==> src/rtl/uart_pkg.sv <==
// Shared constants and FSM encoding for the oversampling UART receiver.
package uart_pkg;
    localparam int OVERSAMPLE_DEF = 16;
    localparam int FRAME_BITS     = 8;

    typedef enum logic [2:0] {
        ST_IDLE,
        ST_START,
        ST_DATA,
        ST_STOP,
        ST_BREAK
    } uart_state_e;
endpackage

==> src/rtl/uart_sync.sv <==
// Two-flop synchronizer for the asynchronous serial line; resets to the idle (high) level.
module uart_sync (
    input  logic clk,
    input  logic rst_n,
    input  logic d,
    output logic q
);
    logic s1_q, s2_q;

    always_ff @(posedge clk) begin
        if (!rst_n) begin
            s1_q <= 1'b1;
            s2_q <= 1'b1;
        end else begin
            s1_q <= d;
            s2_q <= s1_q;
        end
    end

    assign q = s2_q;
endmodule

==> src/rtl/uar_top.sv <==
// 8N1 UART receiver: start-bit qualification at MID, data/stop sampled one bit period apart.
module uar_top
    import uart_pkg::*;
#(
    parameter int OVERSAMPLE = OVERSAMPLE_DEF,
    parameter int MID        = OVERSAMPLE / 2 - 1
) (
    input  logic       clk,
    input  logic       rst_n,
    input  logic       enable,
    input  logic       ser_in,
    input  logic       dout_ack,
    output logic [7:0] dout_byte,
    output logic       dout_rdy,
    output logic       frame_err,
    output logic       overrun,
    output logic       uart_busy,
    output logic [3:0] shift_count
);
    localparam int TW = $clog2(OVERSAMPLE);
    localparam logic [TW-1:0] TCNT_LAST = TW'(OVERSAMPLE - 1);
    localparam logic [TW-1:0] TCNT_MID  = TW'(MID);
    localparam logic [3:0]    LAST_BIT  = 4'(FRAME_BITS - 1);

    logic rx_s;

    uart_sync u_sync (
        .clk   (clk),
        .rst_n (rst_n),
        .d     (ser_in),
        .q     (rx_s)
    );

    uart_state_e           state_q, state_d;
    logic [TW-1:0]         tcnt_q, tcnt_d;
    logic [FRAME_BITS-1:0] shreg_q, shreg_d;
    logic [FRAME_BITS-1:0] byte_q, byte_d;
    logic [3:0]            cnt_q, cnt_d;
    logic                  rdy_q, rdy_d;
    logic                  ferr_q, ferr_d;
    logic                  ovr_q, ovr_d;
    logic                  load;

    always_comb begin
        state_d = state_q;
        tcnt_d  = tcnt_q;
        shreg_d = shreg_q;
        cnt_d   = cnt_q;
        byte_d  = byte_q;
        rdy_d   = rdy_q;
        ferr_d  = 1'b0;
        ovr_d   = 1'b0;
        load    = 1'b0;

        if (enable) begin
            case (state_q)
                ST_IDLE: begin
                    if (!rx_s) begin
                        state_d = ST_START;
                        tcnt_d  = '0;
                        cnt_d   = '0;
                    end
                end
                ST_START: begin
                    if (tcnt_q == TCNT_MID) begin
                        tcnt_d  = '0;
                        state_d = rx_s ? ST_IDLE : ST_DATA;
                    end else begin
                        tcnt_d = tcnt_q + 1'b1;
                    end
                end
                ST_DATA: begin
                    if (tcnt_q == TCNT_LAST) begin
                        // LSB arrives first, so shifting in at the MSB leaves it at bit 0 after 8 bits.
                        shreg_d = {rx_s, shreg_q[FRAME_BITS-1:1]};
                        cnt_d   = cnt_q + 1'b1;
                        tcnt_d  = '0;
                        if (cnt_q == LAST_BIT) state_d = ST_STOP;
                    end else begin
                        tcnt_d = tcnt_q + 1'b1;
                    end
                end
                ST_STOP: begin
                    if (tcnt_q == TCNT_LAST) begin
                        tcnt_d = '0;
                        if (rx_s) begin
                            load    = 1'b1;
                            state_d = ST_IDLE;
                            cnt_d   = '0;
                        end else begin
                            ferr_d  = 1'b1;
                            state_d = ST_BREAK;
                        end
                    end else begin
                        tcnt_d = tcnt_q + 1'b1;
                    end
                end
                ST_BREAK: begin
                    if (rx_s) begin
                        state_d = ST_IDLE;
                        cnt_d   = '0;
                    end
                end
                default: state_d = ST_IDLE;
            endcase
        end

        // A completing byte wins over a same-cycle ack: the fresh byte stays ready.
        if (load) begin
            byte_d = shreg_q;
            rdy_d  = 1'b1;
            ovr_d  = rdy_q && !dout_ack;
        end else if (dout_ack) begin
            rdy_d = 1'b0;
        end
    end

    always_ff @(posedge clk) begin
        if (!rst_n) begin
            state_q <= ST_IDLE;
            tcnt_q  <= '0;
            shreg_q <= '0;
            byte_q  <= '0;
            cnt_q   <= '0;
            rdy_q   <= 1'b0;
            ferr_q  <= 1'b0;
            ovr_q   <= 1'b0;
        end else begin
            state_q <= state_d;
            tcnt_q  <= tcnt_d;
            shreg_q <= shreg_d;
            byte_q  <= byte_d;
            cnt_q   <= cnt_d;
            rdy_q   <= rdy_d;
            ferr_q  <= ferr_d;
            ovr_q   <= ovr_d;
        end
    end

    assign dout_byte   = byte_q;
    assign dout_rdy    = rdy_q;
    assign frame_err   = ferr_q;
    assign overrun     = ovr_q;
    assign uart_busy   = (state_q != ST_IDLE);
    assign shift_count = cnt_q;
endmodule

==> config.mk <==
export PLATFORM = sky130hd
export DESIGN_NAME = uar_top
export DESIGN_NICKNAME = d
export VERILOG_FILES = /design/src/rtl/uart_pkg.sv /design/src/rtl/uart_sync.sv /design/src/rtl/uar_top.sv
export SDC_FILE = /design/constraint.sdc
export NUM_CORES = 1
export LEC_CHECK = 0
export BUFFER_PORTS_ARGS = -buffer_cell sky130_fd_sc_hd__buf_2
export CORE_UTILIZATION = 59
export CTS_CLUSTER_DIAMETER = 200
export DETAILED_ROUTE_END_ITERATION = 6
export GPL_ROUTABILITY_DRIVEN = 0
export GPL_TIMING_DRIVEN = 0
export HOLD_SLACK_MARGIN = 0.1
export PLACE_DENSITY = 0.93
export SETUP_SLACK_MARGIN = 0.02
export SYNTH_ARGS = -nofsm -noshare
export SYNTH_HDL_FRONTEND = slang
export SYNTH_SLANG_ARGS = --single-unit
export TNS_END_PERCENT = 30
==> constraint.sdc <==
create_clock -name clk -period 3.6 [get_ports clk]
set_clock_uncertainty 0.1 [all_clocks]
set_input_delay 0.18 -clock clk [delete_from_list [all_inputs] [get_ports clk]]
set_output_delay 0.18 -clock clk [all_outputs]
set_load 0.03 [all_outputs]
## Word-level counts from Yosys, hierarchy flattened

Index checks and enable logic that the tools add are counted.

- Multiplexer cells: 24
- Add/sub/neg operators: 2
- Eq/ne operators: 13
- Reductions and logical operators: 14

Operators with widths:

| kind | number |
|---|---|
| 4-bit two-way mux | 6 |
| 3-bit two-way mux | 7 |
| 4-bit case mux with 4 select lines | 1 |
| 3-bit case mux with 5 select lines | 1 |
| 4-bit case mux with 3 select lines | 1 |
| 2-bit inequality test, second input constant | 5 |
| 4-bit by 1-bit adder with 4-bit output, second input constant | 2 |
| 4-bit by 3-bit == test with 1-bit output, second input constant | 2 |
| 1-bit two-way mux | 7 |
| 7-bit AND reduction | 1 |
| 3-bit by 2-bit == test with 1-bit output, second input constant | 2 |
| 3-bit AND reduction | 2 |
| 3-bit nonzero test | 2 |
| 5-bit AND reduction | 1 |
| 4-bit == test, second input constant | 1 |
| 4-bit AND reduction | 1 |
| 4-bit nonzero test | 1 |
| 3-bit by 1-bit == test with 1-bit output, second input constant | 1 |
| 3-bit == test, second input constant | 1 |
| 3-bit zero test | 1 |
| 2-bit two-way mux | 1 |
| 2-bit by 1-bit inequality test with 1-bit output, second input constant | 1 |
| 2-bit AND reduction | 1 |
| 2-bit nonzero test | 1 |
| 3 further kinds | 3 |

- Register bits after elaboration: 32
- Logic and storage cells: 63
- Input port bits: 5

## Logic depth before layout (Yosys ltp)

- Depth after elaboration: 5
- Gate-level depth with buffers: 6
- Mapped depth without buffers: 5

## Cells and area by module

A second synthesis with hierarchy kept.

- Cells, all modules: 156
- Area total of the unflattened synthesis: 1445.1 um^2

Modules (own cells, without submodules):

| module | cells an instance | times used | area each (um^2) | sequential area each (um^2) |
|---|---|---|---|---|
| uar_top | 152 | 1 | 1392.6 | 600.6 |
| uart_sync | 4 | 1 | 52.6 | 40.0 |

## Worst setup path before layout

No wires, ideal clock.

- Path kind: register to register
- From: register tcnt_q[0]
- To: register cnt_q[2], in the netlist shift_count[2]
- Library setup time: 0.119 ns
- Path slack: 1.916 ns
- Arrival time: 1.465 ns
- Cell stages (with the launch flop): 7
- Buffers on the path: 1
- Clock period less this slack: 1.684 ns
- Required time: 3.381 ns
- Cell sequence: dfxtp_1 ha_1 and3_1 and3_1 buf_2 and2_1 o221a_2

- Cells in the longest elaborated chain, start to end: 3

Ends and longest elaborated chain:

| element | RTL line | RTL |
|---|---|---|
| start: declaration | uar_top.sv:35 | `logic [TW-1:0] tcnt_q, tcnt_d;` |
| start signal: assignment | uar_top.sv:130 | `tcnt_q <= tcnt_d;` |
| 4-bit == test * | uar_top.sv:73, uar_top.sv:84 |  |
| 2-bit inequality test (no source line) | -- |  |
| 5-bit AND reduction (no source line) * | -- |  |
| end signal: assignment | uar_top.sv:133 | `cnt_q <= cnt_d;` |
| end: declaration | uar_top.sv:38 | `logic [3:0] cnt_q, cnt_d;` |

Mark *: on every way between the ends. The rest lies on a longest branch, timed or not.
A chain may end at the register's enable or synchronous reset.

## Final worst setup path

- From: register tcnt_q[0]
- To: register cnt_q[0], in the netlist shift_count[0]

The elaborated chain is that of the path after synthesis.

==> metrics.txt <==
M3 GR Usage=under 10%; Inserted Clock Buffers=5; CP startpoint kind=register; Iteration-0 DRC Markers=35; Required @ worst endpoint=3.74 ns; sw frac=a little under a quarter; dpl hpwl=a little under 2 mm; largest net degree at the start of global routing=11; clock buffer depth=2; clk sinks=32; Worst-Margin Slew=around 0.48 ns; Synth warnings=0; dpl cells=approximately 200; Area Overhead vs Synth=14.77%; met1 Use GR=between 20% and 30%; fillers=between 150 and 200; NumNets Final=190; detail-routed via count per cell=about 5.7; final hold violations=0; via count=~1200; Max Freq=517.8 MHz; final setup vio count=0; Tot GR Track Use=around 25%; Synth async-reset ratio=0%; Post-synth EDFFs=0; post-route setup TNS=0 ns; fin crit period=slightly below 2 ns; Worst-Skew Late Latency=0.33 ns; GRT busiest layer=met2; GRT overflow=0; Finished Core Util=between 70 and 80%; Avg Inst Size Synth=a little under 9 um^2; max_cap viols=0; prevailing post-synth register cell=dfxtp_1; final worst path period share=between 50% and 60%; routed len/inst=approximately 14 um; cell count after synthesis=~150; Top-Level Pins=21; synthesized flop and latch total=32; met2 Usage GRT=between 40% and 50%; power share of the clock group=33.2%; layout cell share with drive strength beyond 1=between 10% and 20%; combinational share of power=under 10%; row count=17; Cell Area, Synth=between 1000 and 1500 um^2; vias in the first global route=approximately 1100; H-tree levels=2; flop2flop setup slack=about 1.7 ns; fin. max-slew vios=0; worst min path class=in -> reg; Sw Pwr=roughly 0.00013 W; die extent in x=50.08 um; Clk pin slew, worst setup/hold paths=~0.1 ns; Yosys cell types=39; PD cells=approximately 360 nW/um^2; Setup WS pre-CTS=approximately 1.8 ns; worst hold path cell count=3; Slew headroom=a little under 70%; most common cell after layout, fill and taps aside=dfxtp_1; Power Internal=0.0004353 W; Non-Filler Instances=211; peak supply drop=between 0.2 and 0.3 mV; port bufs=20; total power=approximately 0.00057 W; CTS tree=done; Multi-input gate area=between 600 and 700 um^2; Worst Path Max Fanout=6; Initial Util=62.25%; iteration count of the initial detailed-routing pass=4; CP Class=reg -> reg; final WL=around 2.9 mm; post-route setup slack=between 1.5 and 2 ns; Flop pwr share=62.7%; leakage power=~0.7 nW; drt drc=0; most frequent cells in the layout=dfxtp_1 (32), buf_2 (23), nand2_1 (23); CP Capture Type=register; Arr. time, crit path=2.07 ns; chip height=50.08 um; n_diodes=0; core region area=approximately 2200 um^2; syn_nets=roughly 160; Die Footprint=approximately 2500 um^2; Reg2Reg Depth=5; Seq/Total Area, Yosys=between 40% and 50%; CTS resizes=0; initial antenna violation count=0; sequential cell area=approximately 640 um^2; Final ANT Viol Nets=0; Clk Tree Root Cell=clkbuf_4; RSZ-0062 raised after global routing=false; first-pass GRT wire length=roughly 4.7 mm; status=complete, no violations
[layer usage]
layer	up-vias	wire length, um
li1	598	-
met1	557	1219
met2	43	1440
met3	7	163
met4	0	50
met5	-	0
[state kept, by name, indices dropped and copies added, names as in the netlist]
register,count
tcnt_q,4
shreg_q,8
dout_byte,8
state_q,3
frame_err,1
u_sync.s1_q,1
u_sync.q,1
dout_rdy,1
overrun,1
shift_count,4
[cell families after synthesis]
kind of cell | synth area share, %
flops | 46.97
xor+xnor | 0.6423
mux | 7.340
compound gates | 14.13
fa+ha+maj | 1.835
buf+inv | 3.852
simple gates | 25.23
[area by class of cell]
cell class / count / area share, %
buffer: 7 / 2.398
clock buffer: 6 / 2.638
clock inverter: 1 / 0.3197
inverter: 4 / 0.9592
multi-input combinational: 111 / 42.85
sequential: 32 / 40.93
tap: 28 / 2.238
timing repair buffer: 22 / 7.674
[critical path, stage by stage, from the launching register on]
cell,delay (ns)
dfxtp_1,0.38
ha_1,0.26
and3_1,0.29
nor4bb_1,0.31
o21ai_1,0.21
a31o_2,0.29
[cells in the mapped netlist, drive strengths merged, types with 3 or more instances]
| cell | count | area (um^2) |
|---|---|---|
| o21ai | 5 | 25.02 |
| a22oi | 3 | 22.52 |
| nand3 | 5 | 25.02 |
| buf | 4 | 26.27 |
| a21oi | 14 | 70.07 |
| dfxtp | 32 | 640.6 |
| nor2 | 14 | 52.55 |
| clkbuf | 3 | 11.26 |
| nand2 | 23 | 86.33 |
| and3 | 6 | 37.54 |
| nand2b | 3 | 18.77 |
| inv | 3 | 11.26 |
| mux2i | 10 | 100.1 |
[final timing paths]
kind / start / end
hold reg to reg: u_sync.s1_q / u_sync.q
setup / recovery: tcnt_q[0] / shift_count[0]
hold / removal: rst_n / shreg_q[2]
setup reg to reg: tcnt_q[0] / shift_count[0]
[power by group through the flow]
stage	logic, W	registers, W	clock network (W)
6_report	0.0000230	0.000357	0.000189
5_1_grt	0.0000250	0.000357	0.000206
4_1_cts	0.0000228	0.000357	0.000189
3_5_place_dp	0.0000209	0.000365	0
3_3_place_gp	0.0000200	0.000365	0
2_1_floorplan	0.0000138	0.000365	0
[metrics by stage]
step	instance area, um^2	hold WS, ns
detailed placement	1499	0.2755
global placement	1499	0.2605
global route	1565	0.1272
CTS	1565	0.1105
finish	1565	0.1119
floorplan	1364	0.1815
[timing repair]
item | 4_1_cts | 5_1_grt
hold buffers | 2 | 0
hold endpoints to repair | 3 | 0
setup buffers | 0 | 0
No activity file was read; power rests on OpenSTA's default activity.
